[config.mk]
export PLATFORM = sky130hd
export DESIGN_NAME = alu_share_arbiter
export DESIGN_NICKNAME = d
export VERILOG_FILES = /design/src/rtl/alu_share_pkg.sv /design/src/rtl/alu_share_arbiter_rr_pick.sv /design/src/rtl/alu_share_arbiter.sv
export SDC_FILE = /design/constraint.sdc
export NUM_CORES = 1
export LEC_CHECK = 0
export BUFFER_PORTS_ARGS = -buffer_cell sky130_fd_sc_hd__buf_2
export CAP_MARGIN = 5
export CORE_ASPECT_RATIO = 1.4
export CORE_UTILIZATION = 35
export DETAILED_ROUTE_END_ITERATION = 10
export PLACE_DENSITY = 0.62
export SYNTH_ARGS = -nofsm -noshare
export SYNTH_HDL_FRONTEND = slang
export SYNTH_HIERARCHICAL = 1
export SYNTH_SLANG_ARGS = --single-unit
[constraint.sdc]
create_clock -name clk -period 5.85 [get_ports clk]
set_clock_uncertainty 0.05 [all_clocks]
set_input_delay 0.2925 -clock clk [delete_from_list [all_inputs] [get_ports clk]]
set_output_delay 0.2925 -clock clk [all_outputs]
set_load 0.005 [all_outputs]
[src/rtl/alu_share_pkg.sv]
// Shared types for the ALU share arbiter: ALU opcodes, FSM states, pointer helper.
package alu_share_pkg;

    typedef logic [1:0] alu_op_t;

    localparam alu_op_t OP_ADD   = 2'b00;
    localparam alu_op_t OP_PASS1 = 2'b01;
    localparam alu_op_t OP_PASS2 = 2'b10;
    localparam alu_op_t OP_XOR   = 2'b11;

    typedef enum logic [1:0] {
        IDLE,
        HOLD,
        RESP
    } arb_state_t;

    localparam int HOLD_CW = 4;

    function automatic int unsigned wrap_inc(input int unsigned idx, input int unsigned n);
        return (idx + 1 >= n) ? 0 : idx + 1;
    endfunction

endpackage

[src/rtl/alu_share_arbiter_rr_pick.sv]
// Combinational round-robin picker: first valid requester at or after ptr, wrapping.
module rr_pick #(
    parameter int NREQ = 4,
    parameter int IDW  = 2
) (
    input  logic [NREQ-1:0] valid,
    input  logic [IDW-1:0]  ptr,
    output logic [NREQ-1:0] grant,
    output logic [IDW-1:0]  idx,
    output logic            any
);

    logic [IDW-1:0] k;

    always_comb begin
        grant = '0;
        idx   = '0;
        any   = 1'b0;
        k     = '0;
        for (int i = 0; i < NREQ; i++) begin
            k = IDW'((int'(ptr) + i) % NREQ);
            if (!any && valid[k]) begin
                any      = 1'b1;
                grant[k] = 1'b1;
                idx      = k;
            end
        end
    end

endmodule

[src/rtl/alu_share_arbiter.sv]
// Shares one combinational ALU among NREQ requesters with round-robin grant and held operands.
// Define ALU_ARB_PRIO0_EN to give requester 0 strict priority over the round-robin group.
module alu_share_arbiter
    import alu_share_pkg::*;
#(
    parameter int NREQ    = 4,
    parameter int W       = 8,
    parameter int ALU_LAT = 2,
    parameter int IDW     = 2
) (
    input  logic                clk,
    input  logic                rst,
    input  logic [NREQ-1:0]     req_valid,
    output logic [NREQ-1:0]     req_ready,
    input  logic [2*NREQ-1:0]   req_opcode,
    input  logic [W*NREQ-1:0]   req_a,
    input  logic [W*NREQ-1:0]   req_b,
    output logic [1:0]          alu_opcode,
    output logic [W-1:0]        alu_i1,
    output logic [W-1:0]        alu_i2,
    input  logic [W-1:0]        alu_o1,
    output logic                rsp_valid,
    output logic [IDW-1:0]      rsp_id,
    output logic [W-1:0]        rsp_data,
    input  logic                rsp_ready,
    output logic                busy
);

    arb_state_t          state_q, state_d;
    logic [IDW-1:0]      rr_ptr_q, rr_ptr_d;
    logic [HOLD_CW-1:0]  hold_cnt_q, hold_cnt_d;
    alu_op_t             alu_opcode_q, alu_opcode_d;
    logic [W-1:0]        alu_i1_q, alu_i1_d, alu_i2_q, alu_i2_d;
    logic [IDW-1:0]      rsp_id_q, rsp_id_d;
    logic [W-1:0]        rsp_data_q, rsp_data_d;
    logic                rsp_valid_q, rsp_valid_d;

    logic [NREQ-1:0]     rr_grant, grant;
    logic [IDW-1:0]      rr_idx, gidx;
    logic                rr_any, prio_hit;
    alu_op_t             sel_op;
    logic [W-1:0]        sel_a, sel_b;
    logic                hs;

    rr_pick #(.NREQ(NREQ), .IDW(IDW)) u_pick (
        .valid (req_valid),
        .ptr   (rr_ptr_q),
        .grant (rr_grant),
        .idx   (rr_idx),
        .any   (rr_any)
    );

`ifdef ALU_ARB_PRIO0_EN
    assign prio_hit = req_valid[0];
    assign grant    = prio_hit ? NREQ'(1) : rr_grant;
    assign gidx     = prio_hit ? '0 : rr_idx;
`else
    assign prio_hit = 1'b0;
    assign grant    = rr_grant;
    assign gidx     = rr_idx;
`endif

    assign req_ready = (state_q == IDLE) ? grant : '0;
    assign hs        = |req_ready;

    always_comb begin
        sel_op = OP_ADD;
        sel_a  = '0;
        sel_b  = '0;
        for (int k = 0; k < NREQ; k++) begin
            if (grant[k]) begin
                sel_op = req_opcode[2*k +: 2];
                sel_a  = req_a[W*k +: W];
                sel_b  = req_b[W*k +: W];
            end
        end
    end

    always_comb begin
        state_d      = state_q;
        rr_ptr_d     = rr_ptr_q;
        hold_cnt_d   = hold_cnt_q;
        alu_opcode_d = alu_opcode_q;
        alu_i1_d     = alu_i1_q;
        alu_i2_d     = alu_i2_q;
        rsp_id_d     = rsp_id_q;
        rsp_data_d   = rsp_data_q;
        rsp_valid_d  = rsp_valid_q;
        unique case (state_q)
            IDLE: begin
                if (hs) begin
                    alu_opcode_d = sel_op;
                    alu_i1_d     = sel_a;
                    alu_i2_d     = sel_b;
                    rsp_id_d     = gidx;
                    hold_cnt_d   = HOLD_CW'(ALU_LAT - 1);
                    state_d      = HOLD;
                    // Priority grants to requester 0 leave the rotation untouched.
                    if (!prio_hit)
                        rr_ptr_d = IDW'(wrap_inc(int'(gidx), NREQ));
                end
            end
            HOLD: begin
                if (hold_cnt_q == '0) begin
                    rsp_data_d  = alu_o1;
                    rsp_valid_d = 1'b1;
                    state_d     = RESP;
                end else begin
                    hold_cnt_d = hold_cnt_q - 1'b1;
                end
            end
            RESP: begin
                if (rsp_ready) begin
                    rsp_valid_d = 1'b0;
                    state_d     = IDLE;
                end
            end
            default: state_d = IDLE;
        endcase
    end

    always_ff @(posedge clk) begin
        if (rst) begin
            state_q      <= IDLE;
            rr_ptr_q     <= '0;
            hold_cnt_q   <= '0;
            alu_opcode_q <= OP_ADD;
            alu_i1_q     <= '0;
            alu_i2_q     <= '0;
            rsp_id_q     <= '0;
            rsp_data_q   <= '0;
            rsp_valid_q  <= 1'b0;
        end else begin
            state_q      <= state_d;
            rr_ptr_q     <= rr_ptr_d;
            hold_cnt_q   <= hold_cnt_d;
            alu_opcode_q <= alu_opcode_d;
            alu_i1_q     <= alu_i1_d;
            alu_i2_q     <= alu_i2_d;
            rsp_id_q     <= rsp_id_d;
            rsp_data_q   <= rsp_data_d;
            rsp_valid_q  <= rsp_valid_d;
        end
    end

    assign alu_opcode = alu_opcode_q;
    assign alu_i1     = alu_i1_q;
    assign alu_i2     = alu_i2_q;
    assign rsp_valid  = rsp_valid_q;
    assign rsp_id     = rsp_id_q;
    assign rsp_data   = rsp_data_q;
    assign busy       = (state_q != IDLE);

endmodule

==> results_dict.tcl, run 1 <==
set metrics [dict create \
    num_io_pins 121 \
    rsz0062_at_grt "false" \
    path_class "reg -> reg" \
    drtAntennaViolNets 0 \
    cts.sinks 37 \
    first_pass_iters 4 \
    crit_arrival_ps 4460 \
    crit_path_max_fanout 39 \
    post-cts-setup-buffers 0 \
    hold_buffers 0 \
    period_share_pct 75.4 \
    status "completed" \
    routedWlPerCell_um 14.9 \
    hold_viol_final 0 \
    end_kind "flop" \
    start_util_pct 36.7 \
    numCtsBuffers 5 \
    h-tree-depth 2 \
    synthToLayoutAreaGrowth_pct 24.5 \
    portBuffers 120 \
    track_usage_pct 18.5 \
    powerDensity_nw_per_um2 509 \
    cp-start-kind "flop" \
    rows 37 \
    dp.final_hpwl_um 5540 \
    dr.max_layer_used "met4" \
    drc 0 \
    first_iter_violations 174 \
    maxCapViolations 0 \
    drive_gt1_share_pct 41.7 \
    dieWidth_um 76.7 \
    setup_tns_ps 0 \
    routabilityCongestion 0.833 \
    grt_pass1_wl_um 12400 \
    clk_latency_ps 280 \
    cts_tree "done" \
    clkSlewWorstSetupHoldPaths_ps 70 \
    worst_pin_slew_ps 1150 \
    critPathLaunch "rr_ptr_q[0]" \
    wl_um 7580 \
    reg2reg_from "rr_ptr_q[0]" \
    drt-met1-wl_um 3110 \
    p_leak_uw 0.00144 \
    hold_depth 3 \
    rr_worst_depth 9 \
    grt_max_degree 40 \
    antenna_found_initial 0 \
    viasPerCell 5.49 \
    die_h_um 107 \
    slew_headroom_pct 23.2 \
    root_buffer "clkbuf_8" \
    hp-class "in -> reg" \
    fmax_ghz 0.227 \
    grt_pass1_vias 2629 \
    reg2reg_slack_ps 1440 \
    antennaDiodeCount 0 \
    ctsResizeCount 0 \
    n_fill_cell 763 \
    netlist_area_um2 2730 \
    core_area_um2 7450 \
    period_needed_ps 4410 \
    ir_drop_uv 230 \
    synth_warnings 6 \
    clockBufferDepth 2 \
    synthesis.nets 406 \
    total_power_uw 1730 \
    dr_wl_met2_um 3910 \
    nNetsFinal 505 \
    cp.required_ps 5900 \
    syn_inst 312 \
    final-setup-viol-count 0 \
    synth.avg_cell_area_um2 8.76 \
    grt_overflow 0 \
    r2r-end "alu_i1[4]" \
    maxSlewViolCount 0 \
    worstSetupEndpoint "alu_i1[4]" \
    wl_met3_um 329 \
    die-area_um2 8170 \
    vias 2792 \
]
==> power breakdown <==
group	switching, uW	internal (uW)	total, uW
combinational	668	494	1160
clock	86.7	82.5	169
sequential	67.5	333	400
==> state kept, by name (all words and copies together), names as in the netlist <==
| signal | flops |
|---|---|
| rsp_data | 8 |
| state_q | 2 |
| rsp_id | 2 |
| hold_cnt_q | 4 |
| alu_opcode | 2 |
| rsp_valid | 1 |
| alu_i1 | 8 |
| rr_ptr_q | 2 |
| alu_i2 | 8 |
==> metal layers <==
layer  up-vias  track usage, %
met1      1298            22.4
met5         -               0
li1       1369               -
met3        20            3.06
met4         0            8.24
met2       105            31.8
==> cell type report <==
| type | count | area, um^2 | share of cell area (%) |
|---|---|---|---|
| multi-input cells | 219 | 1740 | 51.1 |
| clock inverters | 2 | 10.0 | 0.294 |
| flip-flops and latches | 37 | 741 | 21.8 |
| inverters | 26 | 97.6 | 2.87 |
| clock buffers | 6 | 72.6 | 2.13 |
| well taps | 97 | 121 | 3.57 |
| repair buffers | 122 | 623 | 18.3 |
==> how the worst min path moves through the flow <==
stage / start / end / slack [ps]
after detailed placement: rsp_data[1] / rsp_data[1] / 420
after floorplan: alu_o1[0] / rsp_data[0] / 390
after global placement: rsp_data[6] / rsp_data[6] / 420
after global routing: alu_o1[1] / rsp_data[1] / 200
final: alu_o1[3] / rsp_data[3] / 200
after CTS: alu_o1[1] / rsp_data[1] / 200
==> per-stage QoR <==
stage	util, %	instance area, um^2	cells	hold slack [ps]	worst slack [ps]
2_1_floorplan	-	2730	312	390	2700
3_3_place_gp	44.4	3310	500	415	1390
3_5_place_dp	44.4	3310	500	421	1250
4_1_cts	45.5	3390	508	196	1250
5_1_grt	45.7	3400	509	196	1120
6_report	45.7	3400	509	198	1440
==> critical path: stages, from the launching register on <==
cell	delay, ps
dfxtp_1	680
inv_1	150
ha_1	390
mux4_2	440
and2b_2	310
a22oi_1	120
o21ai_4	770
nor4_4	160
nor2_2	910
a311oi_2	220
==> placed cells by master, fill, tap and decap left out, types with 2 or more instances in the layout <==
cell type,count
a21oi_2,10
nand3_1,12
mux4_2,2
mux4_1,2
and2_1,5
inv_1,25
a311oi_2,16
clkbuf_8,5
nor3_1,4
a22oi_1,9
clkinv_2,2
a311oi_1,2
a21oi_1,40
nand3b_1,19
nand2_1,20
nor2b_1,2
o21ai_4,2
o21ai_1,8
nor2_1,7
or4_1,2
nand2b_1,2
dfxtp_1,37
mux2i_1,2
o221ai_1,2
ha_1,7
a221o_1,18
buf_2,120
o21ai_0,5
o21ai_2,2
No activity file was read; power rests on OpenSTA's default activity.
==> run 2, diff against run 1 <==
Clock period 5.85 ns to 4.48 ns, I/O delays scaled along.
==> run 2 against run 1 <==
Effect of this change: clock-buffer cell count unchanged; highest routed layer unchanged; global-route usage down 0.55 points; combinational power up 30%; flip-flop and latch count unchanged; clock power up 78%; register-to-register slack worse by 550 ps; total power up 34%; cell count up 0.59%; largest cell class unchanged.
==> results_dict.tcl, run 2 (synthesized netlist as in run 1, its figures left out) <==
set metrics [dict create \
    p_leak_uw 0.00147 \
    dieWidth_um 76.7 \
    drtAntennaViolNets 0 \
    hold_depth 3 \
    grt_pass1_vias 2652 \
    cp_slowest_cell "dfxtp_1" \
    period_needed_ps 3630 \
    first_pass_iters 4 \
    end_kind "output port" \
    routabilityCongestion 0.882 \
    viasPerCell 5.41 \
    portBuffers 120 \
    nNetsFinal 508 \
    stdcell_count 512 \
    cts.sinks 37 \
    antenna_found_initial 0 \
    crit_arrival_ps 3360 \
    die_h_um 107 \
    core_area_um2 7450 \
    routedWlPerCell_um 14.6 \
    drive_gt1_share_pct 42.4 \
    root_buffer "clkbuf_8" \
    whs_ps 133 \
    grt_pass1_wl_um 12100 \
    slew_headroom_pct 38.8 \
    final_cell_mix "buf_2, a21oi_1, dfxtp_1" \
    hold_viol_final 0 \
    numCtsBuffers 5 \
    placed_cells 504 \
    antennaDiodeCount 0 \
    drc 0 \
    ctsResizeCount 0 \
    dp.final_hpwl_um 5490 \
    grt_max_degree 40 \
    h-tree-depth 2 \
    cp.required_ps 4210 \
    final-setup-viol-count 0 \
    crit_path_max_fanout 21 \
    hp-class "in -> reg" \
    setup_ws_ps 845 \
    cp-start-kind "flop" \
    status "completed" \
    cts_tree "done" \
    clkSlewWorstSetupHoldPaths_ps 80 \
    max_stage_delay_ps 680 \
    pre_cts_ws_ps 888 \
    start_util_pct 36.7 \
    worst_pin_slew_ps 916 \
    path_cells "inv_1 -> ha_1 -> mux4_2 -> and2b_2 -> a22oi_1 -> o21ai_4 -> buf_4 -> and2_1 -> buf_2" \
    hold_buffers 0 \
    final_common_cell "buf_2" \
    total_power_uw 2320 \
    clockBufferDepth 2 \
    synthToLayoutAreaGrowth_pct 26.4 \
    ir_drop_uv 367 \
    rr_worst_depth 10 \
    period_share_pct 81.1 \
    rows 37 \
    fmax_ghz 0.275 \
    post-cts-setup-buffers 0 \
    wl_um 7480 \
    setup_tns_ps 0 \
    path_class "reg -> out" \
    powerDensity_nw_per_um2 673 \
    clk_latency_ps 280 \
    num_io_pins 121 \
    first_iter_violations 108 \
    track_usage_pct 17.9 \
    die-area_um2 8170 \
    rsz0062_at_grt "false" \
    maxSlewViolCount 0 \
    grt_overflow 0 \
    maxCapViolations 0 \
    vias 2769 \
]
## run 2: worst paths after layout
check | start | to | slack [ps]
worst max-delay path | rr_ptr_q[0] | req_ready[2] | 850
worst min-delay path | alu_o1[6] | rsp_data[6] | 130
worst min register to register | rsp_id[0] | rsp_id[0] | 420
worst max register to register | rr_ptr_q[0] | alu_i1[4] | 890
## run 2: area by class of cell
cell class	count	area [um^2]
Fill cell	776	4000
Clock buffer	6	82.6
Tap cell	97	121
Clock inverter	2	37.5
Timing Repair Buffer	125	638
Multi-Input combinational cell	219	1740
Sequential cell	37	741
Inverter	26	97.6
## run 2: worst max-delay path: cells and delay by family (launching register included)
family	cells	cell delay [ps]
DFF	1	680
buffers and inverters	3	570
AOI/OAI and AO/OA	2	540
and+or+nand+nor	2	450
muxes	1	430
adders and majority gates	1	380
## run 2: per-stage QoR
| step | area, um^2 | util (%) |
|---|---|---|
| final | 3460 | 46.4 |
| after global routing | 3460 | 46.4 |
| after CTS | 3460 | 46.4 |
| after detailed placement | 3340 | 44.8 |
| after global placement | 3340 | 44.8 |
| after floorplan | 2730 | - |
## run 2: report_power, final
part / switching [uW] / total, uW / internal (uW)
sequential: 83.7 / 518 / 434
clock: 120 / 301 / 181
combinational: 852 / 1510 / 653
total: 1060 / 2320 / 1270
## run 2: per-layer routing
metal  GRT usage [%]  up-vias  part of all wire, %
li1                -     1384                    -
met1            20.2     1302                   41
met2            34.0       77                   54
met3            2.64        6                  4.0
met4            5.77        0                  1.2
met5               0        -                    0
